--- config.mk ---
export PLATFORM = sky130hd
export DESIGN_NAME = fpu_result_arbiter
export DESIGN_NICKNAME = d
export VERILOG_FILES = /design/src/rtl/fpu_pkg.sv /design/src/rtl/fpu_rr_grant3.sv /design/src/rtl/fpu_result_arbiter.sv
export SDC_FILE = /design/constraint.sdc
export NUM_CORES = 1
export LEC_CHECK = 0
export CAP_MARGIN = 20
export CELL_PAD_IN_SITES_DETAIL_PLACEMENT = 0
export CELL_PAD_IN_SITES_GLOBAL_PLACEMENT = 1
export CORE_MARGIN = 4
export CORE_UTILIZATION = 26
export DETAILED_ROUTE_END_ITERATION = 8
export PLACE_DENSITY = 0.89
export SYNTH_ARGS = -nofsm -noshare
export SYNTH_HDL_FRONTEND = slang
export SYNTH_SLANG_ARGS = --single-unit
--- constraint.sdc ---
create_clock -name clk -period 2.3 [get_ports clk]
set_input_delay 0.23 -clock clk [delete_from_list [all_inputs] [get_ports clk]]
set_output_delay 0.23 -clock clk [all_outputs]
set_load 0.02 [all_outputs]
--- src/rtl/fpu_pkg.sv ---
// fpu_pkg: shared types and widths for the FPU write-back path
package fpu_pkg;

    localparam int FPU_FLAG_W = 5;
    localparam int FPU_DATA_W = 32;
    localparam int FPU_TAG_W  = 5;

    typedef enum logic [1:0] {
        SRC_ADD = 2'b00,
        SRC_MUL = 2'b01,
        SRC_DIV = 2'b10
    } fpu_src_e;

    typedef struct packed {
        logic [FPU_DATA_W-1:0] result;
        logic [FPU_FLAG_W-1:0] flags;
        logic [FPU_TAG_W-1:0]  tag;
    } fpu_wb_t;

endpackage

--- src/rtl/fpu_rr_grant3.sv ---
// fpu_rr_grant3: three-way round-robin pick starting the scan at ptr
module fpu_rr_grant3
    import fpu_pkg::*;
(
    input  logic [2:0] valid,
    input  logic [1:0] ptr,
    output logic [2:0] grant,
    output fpu_src_e   grant_idx
);

    logic [1:0] p1;
    logic [1:0] p2;
    logic [1:0] idx;

    // scan ptr, ptr+1, ptr+2 (mod 3) and take the first valid channel
    always_comb begin
        p1        = (ptr == 2'd2) ? 2'd0 : ptr + 2'd1;
        p2        = (p1 == 2'd2) ? 2'd0 : p1 + 2'd1;
        idx       = valid[ptr] ? ptr : valid[p1] ? p1 : p2;
        grant     = (|valid) ? (3'b001 << idx) : 3'b000;
        grant_idx = fpu_src_e'(idx);
    end

endmodule

--- src/rtl/fpu_result_arbiter.sv ---
// fpu_result_arbiter: round-robin merge of add/mul/div results into one registered write-back port
module fpu_result_arbiter
    import fpu_pkg::*;
#(
    parameter int DATA_WIDTH = 32,
    parameter int FLAG_WIDTH = FPU_FLAG_W,
    parameter int TAG_WIDTH  = 5
) (
    input  logic                  clk,
    input  logic                  rst_n,
    input  logic                  add_valid,
    output logic                  add_ready,
    input  logic [DATA_WIDTH-1:0] add_result,
    input  logic [FLAG_WIDTH-1:0] add_flags,
    input  logic [TAG_WIDTH-1:0]  add_tag,
    input  logic                  mul_valid,
    output logic                  mul_ready,
    input  logic [DATA_WIDTH-1:0] mul_result,
    input  logic [FLAG_WIDTH-1:0] mul_flags,
    input  logic [TAG_WIDTH-1:0]  mul_tag,
    input  logic                  div_valid,
    output logic                  div_ready,
    input  logic [DATA_WIDTH-1:0] div_result,
    input  logic [FLAG_WIDTH-1:0] div_flags,
    input  logic [TAG_WIDTH-1:0]  div_tag,
    output logic                  out_valid,
    input  logic                  out_ready,
    output logic [DATA_WIDTH-1:0] out_result,
    output logic [FLAG_WIDTH-1:0] out_flags,
    output logic [TAG_WIDTH-1:0]  out_tag,
    output logic [1:0]            out_src
);

    logic [1:0]            ptr_q, ptr_d;
    logic                  valid_q, valid_d;
    logic [DATA_WIDTH-1:0] result_q, result_d;
    logic [FLAG_WIDTH-1:0] flags_q, flags_d;
    logic [TAG_WIDTH-1:0]  tag_q, tag_d;
    logic [1:0]            src_q, src_d;
    logic [2:0]            grant;
    fpu_src_e              gidx;
    logic [1:0]            g;
    logic                  can_load;
    logic                  fire;

    fpu_rr_grant3 u_grant (
        .valid     ({div_valid, mul_valid, add_valid}),
        .ptr       (ptr_q),
        .grant     (grant),
        .grant_idx (gidx)
    );

    assign can_load  = !valid_q | out_ready;
    assign add_ready = rst_n & can_load & grant[0];
    assign mul_ready = rst_n & can_load & grant[1];
    assign div_ready = rst_n & can_load & grant[2];

    // load the granted channel when the output slot frees, otherwise drain or hold
    always_comb begin
        g        = gidx;
        fire     = add_ready | mul_ready | div_ready;
        valid_d  = fire ? 1'b1 : (valid_q & out_ready) ? 1'b0 : valid_q;
        result_d = !fire ? result_q : (gidx == SRC_MUL) ? mul_result : (gidx == SRC_DIV) ? div_result : add_result;
        flags_d  = !fire ? flags_q : (gidx == SRC_MUL) ? mul_flags : (gidx == SRC_DIV) ? div_flags : add_flags;
        tag_d    = !fire ? tag_q : (gidx == SRC_MUL) ? mul_tag : (gidx == SRC_DIV) ? div_tag : add_tag;
        src_d    = fire ? g : src_q;
        ptr_d    = !fire ? ptr_q : (g == 2'd2) ? 2'd0 : g + 2'd1;
    end

    // output register and round-robin pointer
    always_ff @(posedge clk or negedge rst_n) begin
        if (!rst_n) begin
            ptr_q    <= 2'd0;
            valid_q  <= 1'b0;
            result_q <= '0;
            flags_q  <= '0;
            tag_q    <= '0;
            src_q    <= SRC_ADD;
        end else begin
            ptr_q    <= ptr_d;
            valid_q  <= valid_d;
            result_q <= result_d;
            flags_q  <= flags_d;
            tag_q    <= tag_d;
            src_q    <= src_d;
        end
    end

    assign out_valid  = valid_q;
    assign out_result = result_q;
    assign out_flags  = flags_q;
    assign out_tag    = tag_q;
    assign out_src    = src_q;

endmodule

After elaboration in Yosys (flattened, before gate mapping)
Cells that the tools add are included.
W data, S select, Z words.
{"block": "word_totals", "latch_bits": 0, "memories": 0, "reg_bits": 47, "ramBits": 0, "rom_bits": 0, "output_inout_bits": 48, "input_bits": 132, "wordCells": 45}
{"block": "op_classes", "n_addsub": 3, "mul": 0, "div": 0, "bitwise": 8, "n_lt_le_gt_ge": 2, "mux": 18, "shifts": 1, "n_eq_ne": 4, "reduce_logical": 3}
{"op": "$mux W32", "n": 2}
{"op": "$mux W5", "n": 4}
{"op": "$mux W2", "n": 5}
{"op": "$add A2 B1 Y2 const B", "n": 3}
{"op": "$eq A2 B2 Y1 const B", "n": 3}
{"op": "$lt A2 B3 Y1 const B", "n": 2}
{"op": "$and A1 B1 Y1", "n": 5}
{"op": "$bmux W1 S2", "n": 2}
{"op": "$mux W1", "n": 4}
{"op": "$mux W3", "n": 1}
{"op": "$or A1 B1 Y1", "n": 3}
{"op": "$reduce_or A3 Y1", "n": 1}
{"op": "$shl A1 B2 Y3 const A", "n": 1}
{"op": "$eq A2 B1 Y1 const B", "n": 1}
{"op": "$reduce_bool A2 Y1", "n": 1}
{"op": "$logic_not A1 Y1", "n": 1}

Longest topological paths before layout
Gate-level depths: netlist of run 1.
{"block": "logic_depth", "word_depth": 12, "mapped_depth": 6}

By module
A second synthesis of run 1 with hierarchy kept.
{"block": "hier_totals", "hier_cells": 264, "hier_area_um2": 3370.7}
{"module": "fpu_result_arbiter", "n_inst": 1, "seq_area_each_um2": 1176.1, "area_per_inst_um2": 3246.9, "cells_each": 247}
{"module": "fpu_rr_grant3", "n_inst": 1, "seq_area_each_um2": 0.0, "area_per_inst_um2": 123.9, "cells_each": 17}

Worst setup path before layout of run 1
Ideal clock, no wire load.
{"block": "synth_timing", "kind": "register to output", "from": "register ptr_q[1]", "to": "output div_ready", "setup_slack_ns": 0.523, "t_arrival_ns": 1.547, "required_ns": 2.070, "stages_incl_launch_ff": 6, "cell_sequence": "dfrtp_1 -> or2_4 -> o31a_1 -> buf_2 -> buf_4 -> nor2_1"}
{"block": "synth_via", "elab_chain_len": 9}
{"item": "from (decl)", "line_no": "fpu_result_arbiter.sv:34", "text": "logic [1:0] ptr_q, ptr_d;"}
{"item": "from (signal assigned)", "line_no": "fpu_result_arbiter.sv:80", "text": "ptr_q <= ptr_d;"}
{"item": "$add A2 B1 Y2 / $eq A2 B2 Y1 (equally long branches)", "line_no": "fpu_rr_grant3.sv:17", "text": "p1 = (ptr == 2'd2) ? 2'd0 : ptr + 2'd1;"}
{"item": "$mux W2", "line_no": "fpu_rr_grant3.sv:17"}
{"item": "$add A2 B1 Y2 (tied with other cells)", "line_no": "fpu_rr_grant3.sv:18", "text": "p2 = (p1 == 2'd2) ? 2'd0 : p1 + 2'd1;"}
{"item": "$mux W2 / $mux W1 (equally long branches)", "line_no": "fpu_rr_grant3.sv:18, fpu_rr_grant3.sv:19"}
{"item": "$mux W2", "line_no": "fpu_rr_grant3.sv:19", "text": "idx = valid[ptr] ? ptr : valid[p1] ? p1 : p2;"}
{"item": "$mux W2 (*)", "line_no": "fpu_rr_grant3.sv:19"}
{"item": "$shl A1 B2 Y3 (*)", "line_no": "fpu_rr_grant3.sv:20", "text": "grant = (|valid) ? (3'b001 << idx) : 3'b000;"}
{"item": "$mux W3 (*)", "line_no": "fpu_rr_grant3.sv:20"}
{"item": "$and A1 B1 Y1 (*)", "line_no": "fpu_result_arbiter.sv:56", "text": "assign div_ready = rst_n & can_load & grant[2];"}
{"item": "to (decl)", "line_no": "fpu_result_arbiter.sv:22", "text": "output logic div_ready,"}
Every way passes the cells marked *; elsewhere a longest branch is shown, timed or not. The select of a mux whose other input is x is not followed.

Worst setup path in the final report of run 1
{"block": "layout_timing", "from": "register ptr_q[1]", "to": "register result_q[17], in the netlist out_result[17]"}
{"block": "layout_via", "elab_chain_len": 11}
{"item": "$add A2 B1 Y2 / $eq A2 B2 Y1 (equally long branches)", "line_no": "fpu_rr_grant3.sv:17"}
{"item": "$mux W2", "line_no": "fpu_rr_grant3.sv:17"}
{"item": "$add A2 B1 Y2 (tied with other cells)", "line_no": "fpu_rr_grant3.sv:18"}
{"item": "$mux W2 / $mux W1 (equally long branches)", "line_no": "fpu_rr_grant3.sv:18, fpu_rr_grant3.sv:19"}
{"item": "$mux W2", "line_no": "fpu_rr_grant3.sv:19"}
{"item": "$mux W2 (*)", "line_no": "fpu_rr_grant3.sv:19"}
{"item": "$shl A1 B2 Y3", "line_no": "fpu_rr_grant3.sv:20"}
{"item": "$mux W3", "line_no": "fpu_rr_grant3.sv:20"}
{"item": "$and A1 B1 Y1 (on tied branches)", "line_no": "fpu_result_arbiter.sv:54, fpu_result_arbiter.sv:55"}
{"item": "$or A1 B1 Y1 (2 in a row)", "line_no": "fpu_result_arbiter.sv:61", "text": "fire = add_ready | mul_ready | div_ready;"}
{"item": "to (signal assigned)", "line_no": "fpu_result_arbiter.sv:82", "text": "result_q <= result_d;"}
{"item": "to (decl)", "line_no": "fpu_result_arbiter.sv:36", "text": "logic [DATA_WIDTH-1:0] result_q, result_d;"}
Marked as above.
A chain may end at the register's enable or synchronous reset.

==> impl_metrics.json, run 1 <==
{
  "syn_area_per_cell_sq_um": 9.33,
  "fp.dieH_um": 113,
  "ir_drop_mv": 0.806,
  "wl_per_cell_um": 16.9,
  "critPathBufInv": 2,
  "synth_area_sq_um": 2860,
  "tritoncts": "yes",
  "synthCells": 306,
  "io_pins": 180,
  "rsz0062_at_grt": "false",
  "initial_utilization_pct": 27.2,
  "wl_mm": 10.4,
  "synth_top_area_share_pct": 41.2,
  "fin_skew_ps": 5.86,
  "synth-adder-area-share_pct": 0,
  "p_leak_nw": 2.05,
  "worstSkewPairLatency_ps": 290,
  "synth-simple-area-share_pct": 26.4,
  "cp_top_family": "buffers and inverters",
  "grt_pass1_wl_mm": 17.2,
  "hold_viol": 0,
  "finalPower_mw": 4.05,
  "utilization_pct": 46.1,
  "fp.dieW_um": 113,
  "track_usage_pct": 16.1,
  "layout-drive-gt1-share_pct": 14.2,
  "final_cell_mix": "clkdlybuf4s50_1, nor2_1, dfrtp_1, nand2_1, nor3_1",
  "synth_compound_area_share_pct": 26.3,
  "synth_top_cell_by_area": "dfrtp_1",
  "overflow": 0,
  "rows": 37,
  "cp_common_cell": "buf_4",
  "grt_pass1_vias": 3434,
  "ys_ff_latch": 47,
  "antenna_found_initial": 0,
  "numCtsBuffers": 5,
  "area_growth_syn_to_layout_pct": 69.8,
  "period_needed_ps": 2130,
  "drt_pass1_iterations": 4,
  "avgViaCountPerCell": 4.95,
  "drt-initial-drc-count": 140,
  "outcome": "finished clean",
  "synth_nets": 438,
  "nFillCells": 1015,
  "fmax_mhz": 469,
  "synth_warnings": 0,
  "fin_cells": 615,
  "root_buffer": "clkbuf_8",
  "die_area_sq_um": 12700,
  "min_path_type": "input pin to async pin",
  "drc": 0,
  "n_antenna_cell": 0,
  "dr_total_vias": 3045,
  "cts_buffer_depth": 2,
  "placed_cells": 609,
  "cts.clk_slew.worst_paths_ps": 90,
  "clock_sinks": 47,
  "cap_violations": 0,
  "synth_top_family_by_area": "simple AND/OR/NAND/NOR gates",
  "fin_crit_sh_pct": 92.8,
  "synth_xor_area_share_pct": 0,
  "cp_slowest_cell": "dfrtp_1",
  "crit_type": "flip-flop to flip-flop",
  "multi_input_area_sq_um": 1530,
  "place_hpwl_mm": 7.69,
  "final_common_cell": "clkdlybuf4s50_1",
  "seq_area_sq_um": 1180,
  "cts_setup_buffers": 0,
  "ys_top_cells_by_area": "dfrtp_1, o41ai_2, nor2_1, nor3_1, nand2_1",
  "critPathMaxFanout": 42,
  "critPathMaxStageDelay_ps": 460,
  "core-area_sq_um": 10500,
  "cts-hold-fix-buffers": 0,
  "slew_violations": 0,
  "nets": 612,
  "synth_cell_type_count": 21,
  "cp.arrival_ps": 2320,
  "crit_chain": "or2_4 > buf_4 > o31ai_4 > buf_4 > nor3_1 > o41ai_2",
  "power_density_nw_per_um2": 835,
  "finalSetupViolations": 0,
  "required_ps": 2480,
  "htreeDepth": 2,
  "gp_congestion": 0.811,
  "grt_max_degree": 48,
  "synth_mux_area_share_pct": 0,
  "startpoint_type": "flip-flop",
  "endpoint_kind": "flip-flop",
  "slew-limit-headroom_pct": 57.6,
  "tightestPinTransition_ps": 636,
  "port_buffers": 179,
  "yosysSeqAreaShare_pct": 41.2,
  "detail-route-antenna-nets": 0
}
per-layer routing:
layer / vias up / GRT usage (%) / wire length, um
li1: 1426 / - / -
met2: 128 / 28.4 / 5130
met3: 14 / 4.12 / 702
met4: 0 / 4.01 / 172
met1: 1477 / 19.6 / 4420
met5: - / 0 / 0
path summary, 6_finish.rpt:
| path | startpoint | endpoint | slack, ps | depth (start not counted) |
|---|---|---|---|---|
| hold / removal | rst_n | out_src[1] | 80 | 2 |
| setup reg to reg | ptr_q[1] | out_result[17] | 170 | 6 |
| hold reg to reg | out_result[25] | out_result[25] | 480 | 2 |
| max in group asynchronous | rst_n | out_result[17] | 1790 | 2 |
| setup / recovery | ptr_q[1] | out_result[17] | 170 | 6 |
| min in group clk | rst_n | ptr_q[0] | 440 | 4 |
synthesized netlist by cell type:
| cell | count |
|---|---|
| o31ai_4 | 1 |
| o41ai_2 | 40 |
| a221o_1 | 1 |
| o311ai_0 | 1 |
| nor2b_1 | 3 |
| nor3b_1 | 1 |
| nand3b_1 | 1 |
| buf_2 | 7 |
| or2_4 | 1 |
| o41ai_1 | 2 |
| a21o_1 | 4 |
| o31a_1 | 1 |
| nor2_1 | 87 |
| nor3_1 | 42 |
| buf_6 | 4 |
| dfrtp_1 | 47 |
| clkbuf_1 | 9 |
| nand2_1 | 43 |
| buf_4 | 8 |
| nand2b_1 | 2 |
| a21oi_1 | 1 |
worst reg2reg max path, delay by kind of cell (launching register included):
kind / cells / cell delay (ps)
buf+inv: 2 / 590
flops: 1 / 460
simple gates: 2 / 420
compound gates: 2 / 550
stage by stage:
stage          worst slack [ps]  cell area [sq um]  hold WS [ps]  setup TNS, ps
2_1_floorplan               523               2860         -65.6              0
3_3_place_gp               8.83               4780           424              0
3_5_place_dp              -81.5               4780           434           -940
4_1_cts                     167               4850           102              0
5_1_grt                    33.2               4850           141              0
6_report                    166               4850          75.4              0
power breakdown:
part / leakage [nW] / internal [mW] / total [mW] / switching (mW)
Combinational: 1.44 / 1.08 / 2.31 / 1.23
Clock: 0.0371 / 0.204 / 0.479 / 0.275
Sequential: 0.573 / 1.09 / 1.26 / 0.169
area by class of cell:
type / instances / share of cell area (%)
Clock buffer: 6 / 1.50
Multi-Input combinational cell: 231 / 31.5
Sequential cell: 47 / 24.3
Tap cell: 136 / 3.51
Timing Repair Buffer: 195 / 39.3
cell families after synthesis:
group	after synthesis
AOI/OAI and AO/OA	51
buffers and inverters	28
DFF	47
and+or+nand+nor	180
state kept, by name, summed over array words and instances, names as in the netlist:
register / flops
out_flags: 5
out_result: 32
out_src: 2
out_tag: 5
out_valid: 1
ptr_q: 2
what timing repair did:
item                                    CTS  global route
endpoints found under the setup margin    3             0
gates resized for setup                   3             0
endpoints found under the hold margin     0             0
No activity file was read; power rests on OpenSTA's default activity.
==> run 2, diff against run 1 <==
--- a/config.mk
+++ b/config.mk
@@ -9,9 +9,10 @@
 export CELL_PAD_IN_SITES_DETAIL_PLACEMENT = 0
 export CELL_PAD_IN_SITES_GLOBAL_PLACEMENT = 1
 export CORE_MARGIN = 4
-export CORE_UTILIZATION = 26
+export CORE_UTILIZATION = 30
 export DETAILED_ROUTE_END_ITERATION = 8
-export PLACE_DENSITY = 0.89
+export PLACE_DENSITY = 0.9
 export SYNTH_ARGS = -nofsm -noshare
 export SYNTH_HDL_FRONTEND = slang
+export SYNTH_HIERARCHICAL = 1
 export SYNTH_SLANG_ARGS = --single-unit
==> run 2 against run 1 <==
Against the previous run: critical endpoint is now div_ready; final cell count decreased by 3.4%; die area up 2.1%; hold slack worse by 66 ps; clock power grew 53%.
==> impl_metrics.json, run 2 <==
{
  "outcome": "finished clean",
  "dr_total_vias": 2819,
  "setup_ws_ps": 79.7,
  "overflow": 0,
  "drt_pass1_iterations": 4,
  "nFillCells": 966,
  "die_area_sq_um": 13000,
  "detail-route-antenna-nets": 0,
  "required_ps": 2070,
  "critPathBufInv": 2,
  "root_buffer": "clkbuf_16",
  "worstSkewPairLatency_ps": 270,
  "fin_skew_ps": 4.03,
  "io_pins": 180,
  "synth_warnings": 6,
  "final_common_cell": "clkdlybuf4s50_1",
  "synthCells": 264,
  "place_hpwl_mm": 7.36,
  "fp.dieW_um": 114,
  "wl_per_cell_um": 14.9,
  "avgViaCountPerCell": 4.75,
  "area_growth_syn_to_layout_pct": 65.8,
  "synth_area_sq_um": 3370,
  "layout-drive-gt1-share_pct": 18.1,
  "drc": 0,
  "final_cell_mix": "clkdlybuf4s50_1, mux2i_1, dfrtp_1, mux2_2",
  "min_path_type": "input pin to async pin",
  "p_leak_nw": 2.42,
  "finalSetupViolations": 0,
  "multi_input_area_sq_um": 2050,
  "ys_ff_latch": 47,
  "grt_max_degree": 29,
  "cts.clk_slew.worst_paths_ps": 60,
  "critPathMaxFanout": 3,
  "synth_nets": 396,
  "preCtsSetupSlack_ps": -64.3,
  "power_density_nw_per_um2": 1130,
  "track_usage_pct": 13.5,
  "synth_edf_count": 0,
  "tritoncts": "yes",
  "cp_slowest_cell": "clkdlybuf4s50_1",
  "grt_pass1_vias": 3245,
  "seq_area_sq_um": 1180,
  "grt_pass1_wl_mm": 14.7,
  "setup_tns_ps": 0,
  "cts_setup_buffers": 0,
  "antenna_found_initial": 0,
  "nets": 585,
  "cap_violations": 0,
  "synth_ff_type": "dfrtp_1",
  "fin_crit_sh_pct": 96.5,
  "initial_utilization_pct": 30.8,
  "period_needed_ps": 2220,
  "cp.arrival_ps": 1990,
  "syn_area_per_cell_sq_um": 12.8,
  "hold_viol": 0,
  "largest_reg_flops": 32,
  "synth_top_cell_by_area": "mux2i_1",
  "htreeDepth": 2,
  "critPathMaxStageDelay_ps": 620,
  "crit_chain": "clkdlybuf4s50_1 > nor2b_4 > o21ai_0 > and3_1 > and3_1 > clkdlybuf4s50_1",
  "gp_congestion": 0.859,
  "cp_top_family": "buffers and inverters",
  "synth_top_area_share_pct": 37.4,
  "tightestPinTransition_ps": 350,
  "startpoint_type": "input pin",
  "rsz0062_at_grt": "false",
  "yosysMostFrequentCell": "mux2i_1",
  "clock_sinks": 47,
  "placed_cells": 586,
  "async_reset_ff_share_pct": 100,
  "fp.dieH_um": 114,
  "wl_mm": 8.87,
  "core-area_sq_um": 10900,
  "fin_cells": 594,
  "drt-initial-drc-count": 40,
  "synth_cell_type_count": 26,
  "cts_buffer_depth": 2,
  "numCtsBuffers": 5,
  "slew-limit-headroom_pct": 76.6,
  "crit_type": "input pin to output port",
  "ir_drop_mv": 0.579,
  "utilization_pct": 51.1,
  "slew_violations": 0,
  "port_buffers": 179,
  "fmax_mhz": 450,
  "synth_common_cells": "mux2i_1, dfrtp_1, mux2_2, mux2_4, buf_6",
  "rows": 38,
  "n_antenna_cell": 0,
  "yosysSeqAreaShare_pct": 34.9,
  "ys_top_cells_by_area": "mux2i_1, dfrtp_1, mux2_2, mux2_4, buf_6",
  "endpoint_kind": "output port"
}
## run 2: power by group
group	leakage (nW)	total [mW]	internal [mW]	switching (mW)
logic	1.79	4.07	2.29	1.78
clock network	0.0772	0.732	0.462	0.270
registers	0.551	1.51	1.26	0.255
total	2.42	6.31	4.01	2.30
## run 2: kinds of logic (layout without fill, tap and decap cells)
logic type | after synthesis | in the layout | synth area share [%]
DFF | 47 | 47 | 34.9
buffers and inverters | 21 | 211 | 5.05
muxes | 172 | 172 | 54.8
AOI/OAI and AO/OA | 7 | 7 | 1.97
and+or+nand+nor | 17 | 17 | 3.30
## run 2: per-layer routing
layer | part of all wire [%] | GRT usage (%) | vias to the layer above
met3 | 10 | 4.88 | 8
met5 | 0 | 0 | -
li1 | - | - | 1351
met4 | 0.88 | 3.01 | 0
met1 | 41 | 15.9 | 1330
met2 | 48 | 23.5 | 130
## run 2: path summary, 6_finish.rpt
check                                start  depth (start not counted)              to  slack, ps
worst max-delay path             add_valid                          6       div_ready         80
min in group clk                out_src[0]                          1      out_src[0]        490
worst max register to register    ptr_q[0]                          6  out_result[14]        200
worst min-delay path                 rst_n                          2  out_result[31]          9
max in group asynchronous            rst_n                          2        ptr_q[0]       1980
worst min register to register  out_src[0]                          1      out_src[0]        490
## run 2: what timing repair did
item | CTS | global route
setup endpoints to repair | 1 | 2
hold buffers | 0 | 0
pin swaps | 0 | 0
resized for setup | 1 | 2
## run 2: layout make-up
class                   count  area share, %
repair buffers            202           36.2
multi-input cells         196           36.7
inverters                   1         0.0671
flip-flops and latches     47           21.1
well taps                 140           3.13
clock buffers               8           2.80
## run 2: stage by stage
stage	instance area, sq um	hold WS (ps)	power (mW)
2_1_floorplan	3370	-65.6	4.05
3_3_place_gp	5430	276	5.55
3_5_place_dp	5430	301	5.65
4_1_cts	5590	0.0512	6.42
5_1_grt	5590	19.5	6.72
6_report	5590	9.16	6.31
